[src/rtl/pe_pkg.sv]
// Shared definitions for the SIMD processing element: default widths, the opcode set,
// and the operand vector type.
package pe_pkg;

  localparam int DEF_OPCODE_LEN  = 4;
  localparam int DEF_PC_WIDTH    = 12;
  localparam int DEF_INST_LEN    = 12;
  localparam int DEF_DATA_WIDTH  = 32;
  localparam int DEF_PE_ELEMENTS = 4;
  localparam int DEF_DRAM_DEPTH  = 256;

  typedef enum logic [DEF_OPCODE_LEN-1:0] {
    OP_NOP     = 4'h0,
    OP_ADD     = 4'h1,
    OP_STOP    = 4'h8,
    OP_FETCH_A = 4'h9,
    OP_FETCH_B = 4'hA
  } opcode_e;

  typedef logic [DEF_PE_ELEMENTS-1:0][DEF_DATA_WIDTH-1:0] vec_t;

endpackage

[src/rtl/pe_fetch.sv]
// Fetch/decode front end of a SIMD PE: PC walk, opcode decode, and two independent
// vector read channels (RAM A / RAM B) whose returned data is latched one edge after issue.
module pe_fetch
  import pe_pkg::*;
#(
  parameter int OPCODE_LEN  = DEF_OPCODE_LEN,
  parameter int PC_WIDTH    = DEF_PC_WIDTH,
  parameter int INST_LEN    = DEF_INST_LEN,
  parameter int DATA_WIDTH  = DEF_DATA_WIDTH,
  parameter int PE_ELEMENTS = DEF_PE_ELEMENTS,
  parameter int DRAM_DEPTH  = DEF_DRAM_DEPTH
) (
  input  logic                                  clk,
  input  logic                                  rstn,
  input  logic                                  valid,
  output logic [OPCODE_LEN-1:0]                 opcode,
  output logic [PC_WIDTH-1:0]                   inst_read_addr,
  input  logic [INST_LEN-1:0]                   inst_read_data,
  output logic [$clog2(DRAM_DEPTH)-1:0]         ram_a_read_addr,
  input  logic [PE_ELEMENTS-1:0][DATA_WIDTH-1:0] ram_a_read_data,
  output logic                                  ram_a_rd_en,
  output logic [$clog2(DRAM_DEPTH)-1:0]         ram_b_read_addr,
  input  logic [PE_ELEMENTS-1:0][DATA_WIDTH-1:0] ram_b_read_data,
  output logic                                  ram_b_rd_en,
  output logic [PE_ELEMENTS-1:0][DATA_WIDTH-1:0] data_a,
  output logic [PE_ELEMENTS-1:0][DATA_WIDTH-1:0] data_b
);

  localparam int DRAM_ADDR_WIDTH = $clog2(DRAM_DEPTH);
  localparam logic [OPCODE_LEN-1:0] C_STOP    = OPCODE_LEN'(OP_STOP);
  localparam logic [OPCODE_LEN-1:0] C_FETCH_A = OPCODE_LEN'(OP_FETCH_A);
  localparam logic [OPCODE_LEN-1:0] C_FETCH_B = OPCODE_LEN'(OP_FETCH_B);

  logic [PC_WIDTH-1:0]                   r_pc;
  logic [OPCODE_LEN-1:0]                 r_opcode;
  logic                                  r_halt;
  logic [DRAM_ADDR_WIDTH-1:0]            r_a_addr;
  logic [DRAM_ADDR_WIDTH-1:0]            r_b_addr;
  logic                                  r_a_rd_en;
  logic                                  r_b_rd_en;
  logic [PE_ELEMENTS-1:0][DATA_WIDTH-1:0] r_data_a;
  logic [PE_ELEMENTS-1:0][DATA_WIDTH-1:0] r_data_b;

  logic [OPCODE_LEN-1:0]                 w_opc;
  logic [INST_LEN-OPCODE_LEN-1:0]        w_field;
  logic [DRAM_ADDR_WIDTH-1:0]            w_addr;
  logic                                  w_adv;
  logic                                  w_is_a;
  logic                                  w_is_b;

  always_comb begin
    w_opc   = inst_read_data[OPCODE_LEN-1:0];
    w_field = inst_read_data[INST_LEN-1:OPCODE_LEN];
    w_addr  = DRAM_ADDR_WIDTH'(w_field);
    w_adv   = valid && !r_halt;
    w_is_a  = w_adv && (w_opc == C_FETCH_A);
    w_is_b  = w_adv && (w_opc == C_FETCH_B);
  end

  // STOP is consumed (opcode updates) but the PC stays on it; halt is only left via reset.
  always_ff @(posedge clk or posedge rstn) begin
    if (rstn) begin
      r_pc     <= '0;
      r_opcode <= '0;
      r_halt   <= 1'b0;
    end else if (w_adv) begin
      r_opcode <= w_opc;
      if (w_opc == C_STOP) begin
        r_halt <= 1'b1;
      end else begin
        r_pc <= r_pc + PC_WIDTH'(1);
      end
    end
  end

  // Read channel A: strobe for one cycle per fetch, capture the returned vector on the next edge.
  always_ff @(posedge clk or posedge rstn) begin
    if (rstn) begin
      r_a_addr  <= '0;
      r_a_rd_en <= 1'b0;
      r_data_a  <= '0;
    end else begin
      if (r_a_rd_en) r_data_a <= ram_a_read_data;
      if (!r_halt)   r_a_rd_en <= w_is_a;
      if (w_is_a)    r_a_addr  <= w_addr;
    end
  end

  // Read channel B mirrors A on its own port, so A and B fetches overlap freely.
  always_ff @(posedge clk or posedge rstn) begin
    if (rstn) begin
      r_b_addr  <= '0;
      r_b_rd_en <= 1'b0;
      r_data_b  <= '0;
    end else begin
      if (r_b_rd_en) r_data_b <= ram_b_read_data;
      if (!r_halt)   r_b_rd_en <= w_is_b;
      if (w_is_b)    r_b_addr  <= w_addr;
    end
  end

  assign opcode          = r_opcode;
  assign inst_read_addr  = r_pc;
  assign ram_a_read_addr = r_a_addr;
  assign ram_a_rd_en     = r_a_rd_en;
  assign ram_b_read_addr = r_b_addr;
  assign ram_b_rd_en     = r_b_rd_en;
  assign data_a          = r_data_a;
  assign data_b          = r_data_b;

endmodule

[config.mk]
export PLATFORM = sky130hd
export DESIGN_NAME = pe_fetch
export DESIGN_NICKNAME = d
export VERILOG_FILES = /design/src/rtl/pe_pkg.sv /design/src/rtl/pe_fetch.sv
export SDC_FILE = /design/constraint.sdc
export NUM_CORES = 1
export LEC_CHECK = 0
export BUFFER_PORTS_ARGS = -buffer_cell sky130_fd_sc_hd__buf_4
export CORE_AREA = 2 2 216 218
export DETAILED_ROUTE_END_ITERATION = 8
export DIE_AREA = 0 0 218 220
export PLACE_DENSITY = 0.47
export SLEW_MARGIN = 20
export SYNTH_ARGS = -nofsm -noshare
export SYNTH_HDL_FRONTEND = slang
export SYNTH_SLANG_ARGS = --single-unit
[constraint.sdc]
create_clock -name clk -period 18.4 [get_ports clk]
set_input_delay 2.76 -clock clk [delete_from_list [all_inputs] [get_ports clk]]
set_output_delay 2.76 -clock clk [all_outputs]
set_load 0.05 [all_outputs]
==> metrics.log <==
INFO  metric cp.required = roughly 19 ns
INFO  metric start_util = 0.238
INFO  metric synthDominantAreaCellType = sky130_fd_sc_hd__dfrtp_1
INFO  metric number_of_buffers_created_by_cts = 36
INFO  metric die_h = 220 µm
INFO  metric finalMaxSlewViolations = 0
INFO  metric ys_seq_elements = approximately 290
INFO  metric root_buffer = sky130_fd_sc_hd__clkbuf_16
INFO  metric route.final.wire_length = ~35000 µm
INFO  metric global_route.usage.total = 0.138
INFO  metric first_global_vias = 7893
INFO  metric timing.critical_path.to_type = asynchronous set/reset pin
INFO  metric netlist_top_cells_area = sky130_fd_sc_hd__dfrtp_1, sky130_fd_sc_hd__mux2_2, sky130_fd_sc_hd__buf_2
INFO  metric power = 0.00391 W
INFO  metric number_of_antenna_violations_at_the_first_check_in_global_routing = 1
INFO  metric hold_start = opcode[0]
INFO  metric layout.filler_cells = approximately 4500
INFO  metric cap_violations = 0
INFO  metric period_needed = around 4.7 ns
INFO  metric grt_start_max_net_pins = 90
INFO  metric drc = 0
INFO  metric cts.repair.resized = 0
INFO  metric timing.final.crit_share = 0.255
INFO  metric arrival = ~5.1 ns
INFO  metric netlist.area_leader.share = 0.668
INFO  metric most_common_cell_after_layout_fill_and_taps_aside = sky130_fd_sc_hd__buf_4
INFO  metric yosys_warnings = 0
INFO  metric rr_startpoint = ram_b_rd_en
INFO  metric final.setup.tns = 0 ns
INFO  metric chipWidth = approximately 220 µm
INFO  metric setup_viol_count_final = 0
INFO  metric ys_async_sr_fraction = 1.00
INFO  metric whs_endpoint = opcode[0]
INFO  metric r2r_end = data_b[101]
INFO  metric dr.pass1.iters = 4
INFO  metric holdPathStages = 2
INFO  metric h-tree-depth = 2
INFO  metric worst_clock_skew = 0.0140 ns
INFO  metric syn_area = between 10000 and 15000 µm²
INFO  metric layoutNonFillerInstCount = around 1900
INFO  metric core_area = approximately 46000 µm²
INFO  metric syn-num-nets = approximately 900
INFO  metric final_cell_mix = sky130_fd_sc_hd__buf_4, sky130_fd_sc_hd__dfrtp_1, sky130_fd_sc_hd__mux2_2
INFO  metric max_slew.worst_pin.slew = ~0.95 ns
INFO  metric clkTransAtPathRegs = ~0.06 ns
INFO  metric setup_repair_after_global_routing_missed_its_margin = false
INFO  metric gp_routability_congestion = 0.728
INFO  metric status = finished, final reports clean
INFO  metric cts_sinks = 291
INFO  metric viasPerCell = slightly above 4
INFO  metric area.growth.synth_to_final = 56.1%
INFO  metric timing.hold.worst.class = reg -> reg
INFO  metric clk-insertion-delay-late = 0.53 ns
INFO  metric fp-row-count = between 70 and 80
INFO  metric post_route_cells_drive_above_1_share = 0.723
INFO  metric setup.worst_path.class = in -> async
INFO  metric post_synth.cell_area_avg = about 17 µm²
INFO  metric tritoncts = yes
INFO  metric port_buffers = 560
INFO  metric first_iter_violations = between 200 and 300
INFO  metric antenna_violating_nets_post_route = 0
INFO  metric syn-instance-count = between 600 and 700
INFO  metric placed_cells = between 1500 and 2000
INFO  metric via_count = about 7600
INFO  metric num-nets-final = between 1000 and 1500
INFO  metric ys.flop_type = sky130_fd_sc_hd__dfrtp_1
INFO  metric hpwlAfterDp = between 20000 and 30000 µm
INFO  metric total_of_hold_buffers_inserted_after_clock_tree_synthesis = 0
INFO  metric worst_hold_slack = 0.481 ns
INFO  metric synth_cell_types = 25
INFO  metric global_route.overflow_total = 0
INFO  metric antenna_cells_inserted = 0
INFO  metric fmaxAchievable = approximately 0.21 GHz
INFO  metric grt_pass1_wl = ~50000 µm
INFO  metric regToRegSetupSlack = 15.78 ns
INFO  metric ir_drop = ~120 µV
INFO  metric cp_max_fo = slightly below 90
INFO  metric dpl_worst_slack = ~13 ns
INFO  metric wl_per_cell = 18.7 µm
INFO  metric boundaryPins = approximately 560
INFO  metric post_cts_buffers = 0
INFO  metric synth_edf_count = 0
INFO  metric power_density = roughly 230 nW/µm²
INFO  metric timing.final.ws_setup = between 10 and 15 ns
INFO  metric max-slew-margin-rel = 0.366
INFO  metric die_area = 48000 µm²
INFO  metric timing.critical_path.from_type = input port
INFO  metric total_leakage_power = around 8 nW
INFO  metric cts_max_path_buffers = 3
INFO  metric seq_area_frac_synth = 0.668
INFO  metric final-hold-violation-count = 0
INFO  metric r2r.worst_path.cells = 3
==> flip-flops by register name, indices dropped and copies added (netlist names) <==
register,cells
r_halt,1
data_b,128
ram_b_rd_en,1
data_a,128
opcode,4
ram_b_read_addr,8
ram_a_rd_en,1
ram_a_read_addr,8
inst_read_addr,12
==> logic make-up (layout without fill, tap and decap cells) <==
kind of cell | after synthesis | in the layout | share of synthesized area
mux | 273 | 273 | 0.282
fa+ha+maj | 1 | 1 | 0.00115
simple gates | 41 | 41 | 0.0258
buf+inv | 30 | 634 | 0.0132
xor+xnor | 11 | 11 | 0.00884
flops | 291 | 291 | 0.668
compound gates | 1 | 1 | 0.000803
==> synth_stat cells (2+ instances only) <==
| cell | n |
|---|---|
| sky130_fd_sc_hd__buf_2 | 25 |
| sky130_fd_sc_hd__mux2_2 | 271 |
| sky130_fd_sc_hd__dfrtp_1 | 291 |
| sky130_fd_sc_hd__and3_1 | 2 |
| sky130_fd_sc_hd__clkbuf_1 | 4 |
| sky130_fd_sc_hd__xnor2_1 | 9 |
| sky130_fd_sc_hd__nand4_1 | 4 |
| sky130_fd_sc_hd__nand4b_4 | 2 |
| sky130_fd_sc_hd__nand3_1 | 5 |
| sky130_fd_sc_hd__nand2_1 | 19 |
| sky130_fd_sc_hd__xor2_1 | 2 |
==> worst max-delay path, stage by stage <==
cell and delay (ns):
sky130_fd_sc_hd__buf_4 0.13, sky130_fd_sc_hd__inv_8 0.42, sky130_fd_sc_hd__buf_4 0.82, sky130_fd_sc_hd__buf_4 0.85
==> how the worst max path moves through the flow <==
| stage | startpoint | endpoint | slack, ns |
|---|---|---|---|
| after floorplan | rstn | data_a[0] | 7.61 |
| after global placement | rstn | ram_a_rd_en | 12.90 |
| after detailed placement | rstn | ram_a_rd_en | 12.93 |
| after CTS | rstn | ram_a_rd_en | 13.53 |
| after global routing | rstn | ram_a_rd_en | 13.23 |
| final | rstn | ram_a_rd_en | 13.70 |
==> cell type report <==
class                      instances  area (µm²)  area share
clock buffer                      56        1090      0.0639
sequential                       291        7290       0.428
tap                              607         759      0.0446
timing repair buffer             567        4260       0.250
clock inverter                    10         135     0.00794
multi-input combinational        327        3480       0.204
inverter                           1        11.3    0.000662
==> stage by stage <==
stage                util  cell area (µm²)
finish              0.371            17000
global placement    0.344            15800
CTS                 0.371            17000
detailed placement  0.344            15800
floorplan               -            10900
global route        0.371            17000
==> per-layer routing <==
layer	track usage	part of all wire	up-vias
met5	0	0.00037	-
met3	0.0625	0.11	43
met4	0.0356	0.016	2
li1	-	-	3432
met1	0.152	0.37	3795
met2	0.240	0.51	330
==> power breakdown <==
part | internal [W] | switching (W) | total (W)
Sequential | 0.000949 | 0.000173 | 0.00112
Combinational | 0.000660 | 0.00140 | 0.00206
Clock | 0.000449 | 0.000275 | 0.000725
Total | 0.00206 | 0.00185 | 0.00391
(Power assumes the default switching activity.)
